$ cat config.mk
export PLATFORM = sky130hd
export DESIGN_NAME = multicycle_control
export DESIGN_NICKNAME = d
export VERILOG_FILES = /design/src/rtl/ctrl_pkg.sv /design/src/rtl/ctrl_alu_req.sv /design/src/rtl/multicycle_control.sv
export SDC_FILE = /design/constraint.sdc
export NUM_CORES = 1
export LEC_CHECK = 0
export CAP_MARGIN = 20
export CORE_MARGIN = 4
export CORE_UTILIZATION = 35
export CTS_BUF_LIST = sky130_fd_sc_hd__clkbuf_4 sky130_fd_sc_hd__clkbuf_8
export CTS_CLUSTER_DIAMETER = 40
export DETAILED_ROUTE_END_ITERATION = 10
export HOLD_SLACK_MARGIN = 0.03
export PLACE_DENSITY = 0.7
export REMOVE_ABC_BUFFERS = 1
export SLEW_MARGIN = 25
export SYNTH_ARGS = -nofsm -noshare
export SYNTH_HDL_FRONTEND = slang
export SYNTH_HIERARCHICAL = 1
export SYNTH_SLANG_ARGS = --single-unit
$ cat constraint.sdc
create_clock -name clk -period 1.85 [get_ports clk]
set_input_delay 0.37 -clock clk [delete_from_list [all_inputs] [get_ports clk]]
set_output_delay 0.37 -clock clk [all_outputs]
set_load 0.01 [all_outputs]
$ cat src/rtl/ctrl_pkg.sv
// ----------------------------------------------------------------------------
// ctrl_pkg
//
// Shared constants for the multicycle RV32I main control FSM:
//   - state encodings (plain 4-bit localparams so older tools and waveform
//     viewers that predate SV enums can still decode them)
//   - RV32I major opcode values
//   - alu_op request codes sent to the ALU control decoder
//   - pc_src and wb_sel datapath mux encodings
//   - a helper that flags the reserved branch funct3 values
//
// Optional feature macro: CTRL_ILLEGAL_TRAP_EN (adds the TRAP state).
// ----------------------------------------------------------------------------
package ctrl_pkg;

    // FSM state encodings
    localparam logic [3:0] ST_FETCH    = 4'd0;
    localparam logic [3:0] ST_DECODE   = 4'd1;
    localparam logic [3:0] ST_EXEC_R   = 4'd2;
    localparam logic [3:0] ST_EXEC_I   = 4'd3;
    localparam logic [3:0] ST_MEM_ADDR = 4'd4;
    localparam logic [3:0] ST_MEM_RD   = 4'd5;
    localparam logic [3:0] ST_MEM_WR   = 4'd6;
    localparam logic [3:0] ST_WB_ALU   = 4'd7;
    localparam logic [3:0] ST_WB_MEM   = 4'd8;
    localparam logic [3:0] ST_BRANCH   = 4'd9;
    localparam logic [3:0] ST_JUMP     = 4'd10;
    localparam logic [3:0] ST_JALR     = 4'd11;
    localparam logic [3:0] ST_LUI      = 4'd12;
    localparam logic [3:0] ST_AUIPC    = 4'd13;
`ifdef CTRL_ILLEGAL_TRAP_EN
    localparam logic [3:0] ST_TRAP     = 4'd14;
`endif

    // RV32I major opcodes
    localparam logic [6:0] OP_REG    = 7'b0110011;
    localparam logic [6:0] OP_IMM    = 7'b0010011;
    localparam logic [6:0] OP_LOAD   = 7'b0000011;
    localparam logic [6:0] OP_STORE  = 7'b0100011;
    localparam logic [6:0] OP_BRANCH = 7'b1100011;
    localparam logic [6:0] OP_JAL    = 7'b1101111;
    localparam logic [6:0] OP_JALR   = 7'b1100111;
    localparam logic [6:0] OP_LUI    = 7'b0110111;
    localparam logic [6:0] OP_AUIPC  = 7'b0010111;

    // alu_op request codes
    localparam logic [1:0] ALU_OP_IDLE = 2'b00;
    localparam logic [1:0] ALU_OP_ADD  = 2'b01;
    localparam logic [1:0] ALU_OP_RI   = 2'b10;
    localparam logic [1:0] ALU_OP_BR   = 2'b11;

    // PC source mux
    localparam logic [1:0] PC_SRC_PLUS4  = 2'b00;
    localparam logic [1:0] PC_SRC_OLDIMM = 2'b01;
    localparam logic [1:0] PC_SRC_ALU    = 2'b10;

    // Register write-back mux
    localparam logic [1:0] WB_SEL_ALU  = 2'b00;
    localparam logic [1:0] WB_SEL_MEM  = 2'b01;
    localparam logic [1:0] WB_SEL_LINK = 2'b10;
    localparam logic [1:0] WB_SEL_IMM  = 2'b11;

    // funct3 010 and 011 have no branch meaning in RV32I
    function automatic logic is_bad_branch(input logic [2:0] funct3);
        return (funct3 == 3'b010) || (funct3 == 3'b011);
    endfunction

endpackage

$ cat src/rtl/ctrl_alu_req.sv
// ----------------------------------------------------------------------------
// ctrl_alu_req
//
// Combinational generator of the alu_op/func request for the ALU control
// decoder, derived from the current FSM state and instruction fields.
//
// Ports:
//   state    in  4  current (registered) FSM state
//   funct3   in  3  IR[14:12]
//   funct7_5 in  1  IR[30]
//   alu_op   out 2  request class (idle/add/R-I/branch)
//   func     out 4  {funct7 bit, funct3}; zero unless alu_op is R-I or branch
// ----------------------------------------------------------------------------
module ctrl_alu_req
    import ctrl_pkg::*;
(
    input  logic [3:0] state,
    input  logic [2:0] funct3,
    input  logic       funct7_5,
    output logic [1:0] alu_op,
    output logic [3:0] func
);

    always_comb begin
        alu_op = ALU_OP_IDLE;
        func   = 4'b0000;
        case (state)
            ST_EXEC_R: begin
                alu_op = ALU_OP_RI;
                func   = {funct7_5, funct3};
            end
            ST_EXEC_I: begin
                // IR[30] is part of the immediate for I-type, so it only
                // selects arithmetic shift on SRAI; ADDI must stay ADD.
                alu_op = ALU_OP_RI;
                func   = {(funct3 == 3'b101) ? funct7_5 : 1'b0, funct3};
            end
            ST_MEM_ADDR, ST_JALR, ST_AUIPC: begin
                alu_op = ALU_OP_ADD;
            end
            ST_BRANCH: begin
                alu_op = ALU_OP_BR;
                func   = {1'b0, funct3};
            end
            default: begin
                alu_op = ALU_OP_IDLE;
                func   = 4'b0000;
            end
        endcase
    end

endmodule

$ cat src/rtl/multicycle_control.sv
// ----------------------------------------------------------------------------
// multicycle_control
//
// Main control FSM of the multicycle RV32I core. Steps each instruction
// through fetch, decode, execute, memory and write-back, driving datapath
// enables/muxes, the ALU request and the unified memory port.
//
// Ports:
//   clk, rst              clock; synchronous active-high reset
//   opcode/funct3/funct7_5 instruction fields from IR
//   br_cond               ALU branch-condition flag (used in BRANCH)
//   mem_ready             memory completes the current request
//   mem_req, mem_we       memory request / write
//   ir_we, pc_we, pc_src  IR latch, PC write and PC source
//   rf_we, wb_sel         register write and write-back source
//   alu_src_a/b, alu_op, func  ALU operand muxes and request
//   illegal_instr         high while trapped on an illegal encoding
//
// Optional feature macro: CTRL_ILLEGAL_TRAP_EN. When defined, illegal
// encodings lock the FSM in TRAP until reset; otherwise they act as a NOP.
// ----------------------------------------------------------------------------
module multicycle_control
    import ctrl_pkg::*;
(
    input  logic       clk,
    input  logic       rst,
    input  logic [6:0] opcode,
    input  logic [2:0] funct3,
    input  logic       funct7_5,
    input  logic       br_cond,
    input  logic       mem_ready,
    output logic       mem_req,
    output logic       mem_we,
    output logic       ir_we,
    output logic       pc_we,
    output logic [1:0] pc_src,
    output logic       rf_we,
    output logic [1:0] wb_sel,
    output logic       alu_src_a,
    output logic       alu_src_b,
    output logic [1:0] alu_op,
    output logic [3:0] func,
    output logic       illegal_instr
);

`ifdef CTRL_ILLEGAL_TRAP_EN
    localparam logic [3:0] ST_ILLEGAL = ST_TRAP;
`else
    localparam logic [3:0] ST_ILLEGAL = ST_FETCH;
`endif

    logic [3:0] state_q;
    logic [3:0] state_d;
    logic [1:0] req_alu_op;
    logic [3:0] req_func;

    ctrl_alu_req u_alu_req (
        .state    (state_q),
        .funct3   (funct3),
        .funct7_5 (funct7_5),
        .alu_op   (req_alu_op),
        .func     (req_func)
    );

    // Next-state and Moore/mem_ready-gated outputs. Everything defaults to
    // zero; reset forces all outputs low regardless of the current state.
    always_comb begin
        state_d       = state_q;
        mem_req       = 1'b0;
        mem_we        = 1'b0;
        ir_we         = 1'b0;
        pc_we         = 1'b0;
        pc_src        = PC_SRC_PLUS4;
        rf_we         = 1'b0;
        wb_sel        = WB_SEL_ALU;
        alu_src_a     = 1'b0;
        alu_src_b     = 1'b0;
        alu_op        = req_alu_op;
        func          = req_func;
        illegal_instr = 1'b0;

        case (state_q)
            ST_FETCH: begin
                mem_req = 1'b1;
                if (mem_ready) begin
                    ir_we   = 1'b1;
                    pc_we   = 1'b1;
                    state_d = ST_DECODE;
                end
            end
            ST_DECODE: begin
                case (opcode)
                    OP_REG:             state_d = ST_EXEC_R;
                    OP_IMM:             state_d = ST_EXEC_I;
                    OP_LOAD, OP_STORE:  state_d = ST_MEM_ADDR;
                    // Reserved branch funct3 is caught here so no PC write
                    // can happen for it.
                    OP_BRANCH:          state_d = is_bad_branch(funct3) ? ST_ILLEGAL : ST_BRANCH;
                    OP_JAL:             state_d = ST_JUMP;
                    OP_JALR:            state_d = ST_JALR;
                    OP_LUI:             state_d = ST_LUI;
                    OP_AUIPC:           state_d = ST_AUIPC;
                    default:            state_d = ST_ILLEGAL;
                endcase
            end
            ST_EXEC_R: begin
                state_d = ST_WB_ALU;
            end
            ST_EXEC_I: begin
                alu_src_b = 1'b1;
                state_d   = ST_WB_ALU;
            end
            ST_MEM_ADDR: begin
                alu_src_b = 1'b1;
                state_d   = (opcode == OP_LOAD) ? ST_MEM_RD : ST_MEM_WR;
            end
            ST_MEM_RD: begin
                mem_req = 1'b1;
                if (mem_ready) begin
                    state_d = ST_WB_MEM;
                end
            end
            ST_MEM_WR: begin
                mem_req = 1'b1;
                mem_we  = 1'b1;
                if (mem_ready) begin
                    state_d = ST_FETCH;
                end
            end
            ST_WB_ALU: begin
                rf_we   = 1'b1;
                wb_sel  = WB_SEL_ALU;
                state_d = ST_FETCH;
            end
            ST_WB_MEM: begin
                rf_we   = 1'b1;
                wb_sel  = WB_SEL_MEM;
                state_d = ST_FETCH;
            end
            ST_BRANCH: begin
                pc_we   = br_cond;
                pc_src  = PC_SRC_OLDIMM;
                state_d = ST_FETCH;
            end
            ST_JUMP: begin
                rf_we   = 1'b1;
                wb_sel  = WB_SEL_LINK;
                pc_we   = 1'b1;
                pc_src  = PC_SRC_OLDIMM;
                state_d = ST_FETCH;
            end
            ST_JALR: begin
                alu_src_b = 1'b1;
                rf_we     = 1'b1;
                wb_sel    = WB_SEL_LINK;
                pc_we     = 1'b1;
                pc_src    = PC_SRC_ALU;
                state_d   = ST_FETCH;
            end
            ST_LUI: begin
                rf_we   = 1'b1;
                wb_sel  = WB_SEL_IMM;
                state_d = ST_FETCH;
            end
            ST_AUIPC: begin
                alu_src_a = 1'b1;
                alu_src_b = 1'b1;
                state_d   = ST_WB_ALU;
            end
`ifdef CTRL_ILLEGAL_TRAP_EN
            ST_TRAP: begin
                illegal_instr = 1'b1;
                state_d       = ST_TRAP;
            end
`endif
            default: begin
                state_d = ST_FETCH;
            end
        endcase

        if (rst) begin
            state_d       = ST_FETCH;
            mem_req       = 1'b0;
            mem_we        = 1'b0;
            ir_we         = 1'b0;
            pc_we         = 1'b0;
            pc_src        = PC_SRC_PLUS4;
            rf_we         = 1'b0;
            wb_sel        = WB_SEL_ALU;
            alu_src_a     = 1'b0;
            alu_src_b     = 1'b0;
            alu_op        = ALU_OP_IDLE;
            func          = 4'b0000;
            illegal_instr = 1'b0;
        end
    end

    always_ff @(posedge clk) begin
        if (rst) begin
            state_q <= ST_FETCH;
        end else begin
            state_q <= state_d;
        end
    end

endmodule
==> run_results.csv <==
group,metric,value,unit
outcome,outcome,"finished with violations",
outcome,failed_checks,"setup timing",
final_layout,drive_above_1_share,0.4833,
detailed_routing,first_pass_iters,4,
detailed_routing,wl_met3,224,um
yosys,yosysWarnings,6,
final_layout,final_cell_mix,"buf_4, clkdlybuf4s50_1, nand2b_1",
final_layout,fin_nets,197,
detailed_routing,antenna_left,0,
worst_hold_path,hp-class,"reg2reg",
final_layout,antenna_cells,0,
die,dieArea,2790,sq um
clock_tree,postCtsHoldBufs,0,
final_layout,postLayoutCoreUtil,0.7849,
setup_path,cpPeakStageDelay,0.38,ns
yosys,syn_area_per_cell,6.634,sq um
yosys,post-synth-top-area-cell,"dfxtp_1",
detailed_routing,wl_per_cell,17.19,um
yosys,ys_ff_latch,4,
sta,worst_slack,-0.1153,ns
place,dp_hpwl,2.195,mm
setup_path,path_cells,"buf_4 -> nand3b_1 -> buf_4 -> a21oi_2 -> nor2b_1 -> buf_2",
clock_tree,clock_sinks,4,
power_and_ir_drop,irDropWorstVdd,0.4454,mV
sta,whs,0.6628,ns
global_route,grt_max_degree,15,
detailed_routing,drt_iter0_drc,29,
final_layout,max_flop_register,"state_q",
die,start_util,0.3863,
yosys,syn_area,703.2,sq um
yosys,seq_area_frac_synth,0.1139,
clock_tree,cts_buffer_depth,2,
die,dieHeight,52.82,um
clock_tree,h-tree-depth,1,
sta,hold_viol_final,0,
sta,rsz0062_at_grt,"true",
setup_path,worstPathArrival,1.60,ns
yosys,netlist-cell-type-count,40,
die,io_pins,33,
global_route,grt_util_all_layers,0.2306,
setup_path,crit_slowest_cell,"dfxtp_4",
die,die_w,52.82,um
detailed_routing,via_per_inst,5.620,
power_and_ir_drop,total_power,622.9,uW
sta,skew,0.009315,ns
place,io_buffers,31,
power_and_ir_drop,p_per_area,436.0,nW/um^2
clock_tree,cts_root_buffer,"clkbuf_4",
setup_path,endpoint_kind,"output port",
setup_path,cp_common_cell,"buf_4",
sta,period_minus_slack,1.965,ns
final_layout,reg.largest.list,"state_q x4",
final_layout,areaGrowthSynthToFinish,103.2,%
setup_path,crit_type,"reg2out",
sta,max_freq,508.8,MHz
yosys,synth_top_area_share,0.1139,
power_and_ir_drop,cellLeakagePower,0.6277,nW
sta,maxSlewViolCount,0,
global_route,grt_antenna_before_repair,0,
place,place.gp.congestion,0.8692,
global_route,grt_pass1_vias,1074,
final_layout,stdcell_area,1429,sq um
clock_tree,cts_tree,"yes",
detailed_routing,routed-via-count,1152,
yosys,synth_area_leaders,"dfxtp_1, nor2b_1, a21oi_1",
detailed_routing,wl_met1,1.437,mm
clock_tree,clkTransAtPathRegs,0.04,ns
setup_path,reg2reg_slack,0.05,ns
setup_path,start_kind,"flop",
detailed_routing,wl_met2,1.763,mm
global_route,grt_pass1_wl,4.754,mm
sta,post-route-period-util,1.062,
clock_tree,cts-buffers-inserted,3,
die,coreArea,1821,sq um
final_layout,seqCellArea,90.09,sq um
final_layout,largest_reg_flops,4,
global_route,grt-ovfl-total,0,
yosys,synthCells,106,
run,max-cap-violations,0,
setup_path,required,1.48,ns
final_layout,fillerInstances,130,
final_layout,final_common_cell,"buf_4",
sta,setup_violations,5,
detailed_routing,route.detailed.drc,0,
setup_path,cp_max_fo,8,
die,rows,15,
final_layout,multi_input_area,659.4,sq um
place,post_dp_cell_area,1299,sq um
detailed_routing,top_layer,"met4",
clock_tree,clkLatencyLatePin,0.26,ns
detailed_routing,drt-total-wl,3.524,mm
-- Yosys cell counts --
library cell / count
a2bb2oi_1: 2
nand4_1: 1
and2_1: 1
nand2_1: 7
nor4_1: 1
nand2b_4: 1
buf_2: 1
or4b_1: 1
o22ai_1: 2
nor3_2: 1
a2111oi_0: 1
o22a_1: 1
or4_1: 1
conb_1: 1
dfxtp_1: 4
buf_4: 2
a211oi_1: 1
o21ai_0: 4
a41oi_1: 1
xor2_1: 1
inv_2: 1
or2_1: 1
inv_1: 3
nor3_1: 3
or3_1: 4
clkbuf_1: 3
and2b_4: 1
a31oi_1: 1
nand3_1: 4
and4b_1: 1
nor2_1: 9
o21bai_1: 1
a21oi_1: 10
nor3b_1: 2
o211ai_1: 2
nor2b_1: 10
a221oi_2: 2
o31ai_1: 1
nand3b_1: 4
nand2b_1: 8
-- per-layer routing --
metal,vias to the layer above,track usage
met2,56,0.3946
li1,537,-
met4,0,0.09362
met3,16,0.05983
met5,-,0
met1,543,0.2686
-- where the power goes --
part           internal (mW)  switching [mW]
Clock                 0.0736          0.0509
Sequential            0.0954          0.0189
Combinational          0.208           0.176
Total                  0.377           0.246
-- metrics by stage --
step                      setup WS, ns  cells  setup TNS [ns]
after CTS                     -0.02583    198        -0.05118
after detailed placement       -0.5739    194          -5.798
after floorplan                0.06053    100               0
final                          -0.1153    205         -0.3011
after global routing           -0.1639    205         -0.7782
after global placement         -0.4919    194          -5.284
-- cell families after synthesis --
logic type	Yosys count	synth area share
flip-flops	4	0.1139
AND/OR/NAND/NOR	61	0.5178
buffers and inverters	10	0.06582
other	1	0.005333
AO/OA/AOI/OAI	29	0.2847
XOR/XNOR	1	0.01246
-- worst paths after layout --
path / cells past startpoint / to / start
max: 6 / func[2] / state_q[1]$_SDFFE_PP0P_
min: 2 / state_q[0]$_SDFFE_PP0P_ / state_q[1]$_SDFFE_PP0P_
max reg2reg: 5 / state_q[3]$_SDFFE_PP0P_ / state_q[3]$_SDFFE_PP0P_
min reg2reg: 2 / state_q[0]$_SDFFE_PP0P_ / state_q[1]$_SDFFE_PP0P_
-- worst max-delay path: cells and delay by family (launching register included) --
kind / cells / cell delay [ns]
buf+inv: 3 / 0.49
flops: 1 / 0.38
simple gates: 2 / 0.35
compound gates: 1 / 0.12
-- cell type report --
class | count | area share
Multi-Input combinational cell | 92 | 0.4615
Timing Repair Buffer | 77 | 0.4273
Sequential cell | 4 | 0.06305
Tap cell | 25 | 0.02189
Clock buffer | 3 | 0.01576
Inverter | 4 | 0.01051
-- what timing repair did --
action / 4_1_cts / 5_1_grt
pin swaps: 5 / 6
endpoints found under the hold margin: 0 / 0
gates cloned: 0 / 1
setup buffers: 1 / 6
setup endpoints to repair: 17 / 14
gates resized for setup: 61 / 27
No activity file was read; power rests on OpenSTA's default activity.
